<file path="src/rtl/arena_scanner_pkg.sv">
// Shared definitions for the arena scanner: FSM encodings, coordinate width, beat layout.
package arena_scanner_pkg;
  localparam int COORD_W = 8;

  localparam logic [1:0] SCAN_IDLE  = 2'd0;
  localparam logic [1:0] SCAN_SCAN  = 2'd1;
  localparam logic [1:0] SCAN_DRAIN = 2'd2;

  typedef struct packed {
    logic data;
    logic eol;
    logic eof;
  } beat_t;

  localparam int BEAT_W = $bits(beat_t);
endpackage

</file>
<file path="src/rtl/scan_skid_buf.sv">
// Two-entry register FIFO; the head entry only changes on a pop or when empty,
// so the output stays stable while the consumer stalls.
module scan_skid_buf #(
  parameter int WIDTH = 3
) (
  input  logic             clk,
  input  logic             reset,
  input  logic             push,
  input  logic [WIDTH-1:0] push_data,
  input  logic             pop,
  output logic [WIDTH-1:0] head,
  output logic             valid,
  output logic [1:0]       count
);
  logic [WIDTH-1:0] tail;

  assign valid = count != 2'd0;

  always_ff @(posedge clk or negedge reset) begin
    if (!reset) begin
      head  <= '0;
      tail  <= '0;
      count <= 2'd0;
    end else begin
      case ({push, pop && valid})
        2'b10: begin
          if (count == 2'd0) head <= push_data;
          else               tail <= push_data;
          count <= count + 2'd1;
        end
        2'b01: begin
          head  <= tail;
          count <= count - 2'd1;
        end
        2'b11: begin
          // count stays put; the new beat lands behind whatever remains
          if (count == 2'd1) head <= push_data;
          else begin
            head <= tail;
            tail <= push_data;
          end
        end
        default: ;
      endcase
    end
  end
endmodule

</file>
<file path="src/rtl/arena_scanner.sv">
// Row-major arena scanner streaming one cell per beat with eol/eof tags.
// Optional ARENA_SCANNER_ALIVE_COUNT_EN adds a per-frame count of live cells.
module arena_scanner
  import arena_scanner_pkg::*;
#(
  parameter int ARENA_WIDTH  = 10,
  parameter int ARENA_HEIGHT = 10
) (
  input  logic               clk,
  input  logic               reset,
  input  logic               start,
  output logic               ready,
  output logic [COORD_W-1:0] arena_rd_column,
  output logic [COORD_W-1:0] arena_rd_row,
  input  logic               arena_rd_data,
  output logic               pix_data,
  output logic               pix_valid,
  input  logic               pix_ready,
  output logic               pix_eol,
  output logic               pix_eof
`ifdef ARENA_SCANNER_ALIVE_COUNT_EN
  ,
  output logic [15:0]        alive_count,
  output logic               alive_count_valid
`endif
);
  localparam logic [COORD_W-1:0] LAST_COL = COORD_W'(ARENA_WIDTH - 1);
  localparam logic [COORD_W-1:0] LAST_ROW = COORD_W'(ARENA_HEIGHT - 1);

  logic [1:0] state;
  logic       rd_pend, rd_eol, rd_eof;
  logic [1:0] buf_count, occ;
  logic       issue, pop, at_last_col, at_last_row;
  beat_t      push_beat, head;

  assign ready       = state == SCAN_IDLE;
  assign pop         = pix_valid && pix_ready;
  assign at_last_col = arena_rd_column == LAST_COL;
  assign at_last_row = arena_rd_row == LAST_ROW;

  // A slot must be free for the read issued now, counting the one already in
  // flight and any beat leaving this cycle.
  assign occ   = buf_count + {1'b0, rd_pend};
  assign issue = (state == SCAN_SCAN) && ((occ <= 2'd1) || (occ == 2'd2 && pop));

  assign push_beat = '{data: arena_rd_data, eol: rd_eol, eof: rd_eof};

  scan_skid_buf #(.WIDTH(BEAT_W)) u_buf (
    .clk       (clk),
    .reset     (reset),
    .push      (rd_pend),
    .push_data (push_beat),
    .pop       (pop),
    .head      (head),
    .valid     (pix_valid),
    .count     (buf_count)
  );

  assign pix_data = head.data;
  assign pix_eol  = head.eol;
  assign pix_eof  = head.eof;

  always_ff @(posedge clk or negedge reset) begin
    if (!reset) begin
      state           <= SCAN_IDLE;
      arena_rd_column <= '0;
      arena_rd_row    <= '0;
      rd_pend         <= 1'b0;
      rd_eol          <= 1'b0;
      rd_eof          <= 1'b0;
    end else begin
      rd_pend <= issue;
      if (issue) begin
        rd_eol <= at_last_col;
        rd_eof <= at_last_col && at_last_row;
      end
      case (state)
        SCAN_IDLE: if (start) begin
          state           <= SCAN_SCAN;
          arena_rd_column <= '0;
          arena_rd_row    <= '0;
        end
        SCAN_SCAN: if (issue) begin
          if (at_last_col && at_last_row) state <= SCAN_DRAIN;
          else if (at_last_col) begin
            arena_rd_column <= '0;
            arena_rd_row    <= arena_rd_row + 1'b1;
          end else begin
            arena_rd_column <= arena_rd_column + 1'b1;
          end
        end
        SCAN_DRAIN: if (pop && pix_eof) state <= SCAN_IDLE;
        default: state <= SCAN_IDLE;
      endcase
    end
  end

`ifdef ARENA_SCANNER_ALIVE_COUNT_EN
  always_ff @(posedge clk or negedge reset) begin
    if (!reset) begin
      alive_count       <= '0;
      alive_count_valid <= 1'b0;
    end else begin
      alive_count_valid <= pop && pix_eof;
      if (ready && start)        alive_count <= '0;
      else if (pop && pix_data)  alive_count <= alive_count + 16'd1;
    end
  end
`endif
endmodule
</file>
<file path="config.mk">
export PLATFORM = sky130hd
export DESIGN_NAME = arena_scanner
export DESIGN_NICKNAME = d
export VERILOG_FILES = /design/src/rtl/arena_scanner_pkg.sv /design/src/rtl/scan_skid_buf.sv /design/src/rtl/arena_scanner.sv
export SDC_FILE = /design/constraint.sdc
export NUM_CORES = 1
export LEC_CHECK = 0
export CORE_UTILIZATION = 24
export DETAILED_ROUTE_END_ITERATION = 16
export DONT_BUFFER_PORTS = 1
export PLACE_DENSITY_LB_ADDON = 0.12
export SYNTH_ARGS = -nofsm -noshare
export SYNTH_HDL_FRONTEND = slang
export SYNTH_SLANG_ARGS = --single-unit
export TNS_END_PERCENT = 50
</file>
<file path="constraint.sdc">
create_clock -name clk -period 2.5 [get_ports clk]
set_input_delay 0.5 -clock clk [delete_from_list [all_inputs] [get_ports clk]]
set_output_delay 0.5 -clock clk [all_outputs]
set_load 0.01 [all_outputs]
</file>
==> flow_summary.toml, run 1 <==
[critical_path]
max_stage_delay_ns = 0.41
crit_type = "reg2reg"
slowest_stage = "dfrtp_1"
cp_num_buf_inv = 1
crit_family = "adder cells"
crit_required_ns = 2.67
cp_data_arrival_time_ns = 2.38
start_kind = "flop"
path_max_fanout = 5
setup.worst_path.end_class = "flop"
path_cells = "inv_1 -> ha_1 -> and2b_1 -> ha_1 -> nor2b_1 -> o22ai_1 -> mux2_2"
critical_path.most_common_cell = "ha_1"

[logic_synthesis]
async_reset_ff_share_pct = 100
synth-edff-count = 0
synth.avg_cell_area_sq_um = 9.95
synth_area_sq_um = 1650
synth_top_area_share_pct = 43.9
synth.area.mux_share_pct = 3.56
yosysWarningCount = 0
synth_flop_cell = "dfrtp_1"
yosysTopAreaCell = "dfrtp_1"
synthTopCellsByArea = "dfrtp_1 44%, ha_1 7.6%, a31oi_1 5.3%"
synthDistinctLibCells = 45
synth_fa_ha_area_share_pct = 7.58
synth_compound_area_share_pct = 21.9
synthXorXnorAreaFrac_pct = 1.59
synth-seq-cells = 29
synth_top_family_by_area = "compound AO/OA/AOI/OAI gates"
synth_nets = 181
ys_seq_area_share_pct = 43.9
synth-simple-area-share_pct = 18.0
syn_inst = 166

[drt]
wl_per_cell_um = 15.4
drt_iter0_drc = 94
wirelength_um = 3910
ant_nets = 0
via_count = 1278
avgViaCountPerCell = 5.05
dr.pass1.iters = 5
drcViolationCount = 0

[pwr]
leakagePower_uw = 0.000859
powerDensity_nw_per_um2 = 1120
p_total_uw = 2100
vdd_drop_max_mv = 0.388

[floorplanning]
rows = 29
core_area_sq_um = 6490
die_width_um = 85.0
start_util_pct = 25.4
fp.dieArea_sq_um = 7220
die_h_um = 85.0
ios = 26

[global_route]
antenna_found_initial = 0
grt_start_max_net_pins = 30
grt_use_met3_pct = 4.28
grtUsageTotal_pct = 11.5
grt_pass1_wl_um = 6380
met2_usage_pct = 17.8
first_global_vias = 1259
use_met1_pct = 14.8
overflow = 0
busiest_layer = "met2"

[placement]
pre_cts_ws_ns = 0.318
dp.cells = 244
place_congestion = 0.732
dp_hpwl_um = 2920
port_buffers = 0
placed_area_sq_um = 1760

[clock_tree]
cts.sinks = 29
cts_tree = "done"
h-tree-depth = 2
post_cts_resized = 0
postCtsSetupBuffers = 0
numCtsBuffers = 5
clk_pin_slew_ns = 0.07
cts_root_buf = "clkbuf_8"
clockBufferDepth = 2
insertion_delay_ns = 0.28

[sta]
timing.fmax_mhz = 453
fin_tns_setup_ns = 0
skew_ns = 0.00690
timing_hold_violations_final = 0
finalSetupViolations = 0
grt_setup_unrepaired = "no"
max-slew-margin-rel_pct = 68.1
min_period_ns = 2.21
fin_ws_ns = 0.291
drv_slew = 0
period_share_pct = 88.4
worst_pin_slew_ns = 0.477

[flow_run]
max_cap_violations = 0

[final_layout]
final_cell_area_sq_um = 1870
layoutNonFillerInstCount = 253
diodes = 0
nets = 190
syn2layout_area_growth_pct = 13.0
layout-drive-gt1-share_pct = 17.6

[outcome]
outcome = "complete, no violations"

[min_path]
worstHoldPathType = "in2async"
==> layout make-up <==
cell class / count / area [sq um]
flip-flops and latches: 29 / 726
clock buffers: 5 / 68.8
clock inverters: 3 / 17.5
fillers: 667 / 4630
multi-input cells: 122 / 870
well taps: 77 / 96.3
repair buffers: 3 / 35.0
inverters: 14 / 52.6
==> registers in the layout, summed over array words and instances, names as in the netlist <==
register and count:
state 2, arena_rd_row 8, rd_eol 1, rd_eof 1, u_buf.head 3, u_buf.count 2, rd_pend 1, u_buf.tail 3
arena_rd_column 8
==> layer usage <==
layer	routed length (um)	share of wire, %
met4	32	0.82
met5	0	0
met3	252	6.5
met1	1830	47
met2	1790	46
==> what timing repair did <==
action                                  4_1_cts  5_1_grt
hold endpoints to repair                     29        0
endpoints found under the setup margin        0        0
hold buffers                                  1        0
==> worst register-to-register path, stage by stage (launching register included) <==
cell	delay [ns]
dfrtp_1	0.41
inv_1	0.09
ha_1	0.21
and2b_1	0.25
ha_1	0.23
nor2b_1	0.17
o22ai_1	0.36
mux2_2	0.38
==> cells in the mapped netlist (2+ instances only) <==
master    number
o21ai_1        2
o21a_1         2
a31oi_1       14
and3_2         2
o21ai_0       10
a21oi_1        8
mux2_2         3
nand2_1       18
and3_1         2
a22oi_1        3
xnor2_1        2
nand3_1        7
nand2b_1       3
ha_1          10
nor3_1         2
inv_1         13
nor2_1         7
dfrtp_1       29
nor2b_1        3
==> through the flow <==
| stage | hold slack (ns) | util, % |
|---|---|---|
| finish | 0.0292 | 28.7 |
| detailed placement | 0.205 | 27.1 |
| CTS | 0.0308 | 28.7 |
| global route | 0.0284 | 28.7 |
| floorplan | 0.204 | - |
| global placement | 0.205 | 27.1 |
==> final timing paths <==
check	start	end	slack [ns]	depth (start not counted)
hold / removal	reset	u_buf.head[0]	0.03	1
min in group clk	arena_rd_data	u_buf.tail[2]	0.37	1
max in group asynchronous	reset	arena_rd_row[7]	2.29	1
setup reg to reg	u_buf.count[1]	u_buf.tail[2]	0.29	7
setup / recovery	u_buf.count[1]	u_buf.tail[2]	0.29	7
hold reg to reg	state[1]	state[0]	0.49	1
==> cells by family (layout without fill, tap and decap cells) <==
| group | count (synthesis) | count (layout) |
|---|---|---|
| adders and majority gates | 10 | 10 |
| and+or+nand+nor | 52 | 52 |
| AOI/OAI and AO/OA | 52 | 52 |
| muxes | 5 | 5 |
| DFF | 29 | 29 |
| xor gates and xnor gates | 3 | 3 |
| buffers and inverters | 15 | 25 |
==> layout by cell type, fill, tap and decap left out, types with 2 or more instances in the layout <==
master	count
a21oi_1	8
a22oi_1	3
a31oi_1	14
and3_1	2
and3_2	2
buf_4	2
clkbuf_8	5
clkinv_2	2
dfrtp_1	29
ha_1	10
inv_1	13
mux2_2	3
nand2_1	18
nand2b_1	3
nand3_1	7
nor2_1	7
nor2b_1	3
nor3_1	2
o21a_1	2
o21ai_0	10
o21ai_1	2
xnor2_1	2
==> power breakdown <==
group | internal, uW | leakage (uW) | total (uW) | switching (uW)
Sequential | 603 | 0.000361 | 804 | 201
Combinational | 384 | 0.000453 | 917 | 533
Clock | 192 | 0.0000439 | 377 | 185
No activity file was read; power rests on OpenSTA's default activity.
==> run 2, diff against run 1 <==
ABC_AREA = 0   (was not set)
==> results of run 2 <==
No change in the layout: final DEF, timing and power equal those of run 1.
==> run 3, diff against run 2 <==
ABC_AREA = not set   (was 0)
==> results of run 3 <==
No change in the layout: final DEF, timing and power equal those of run 1.
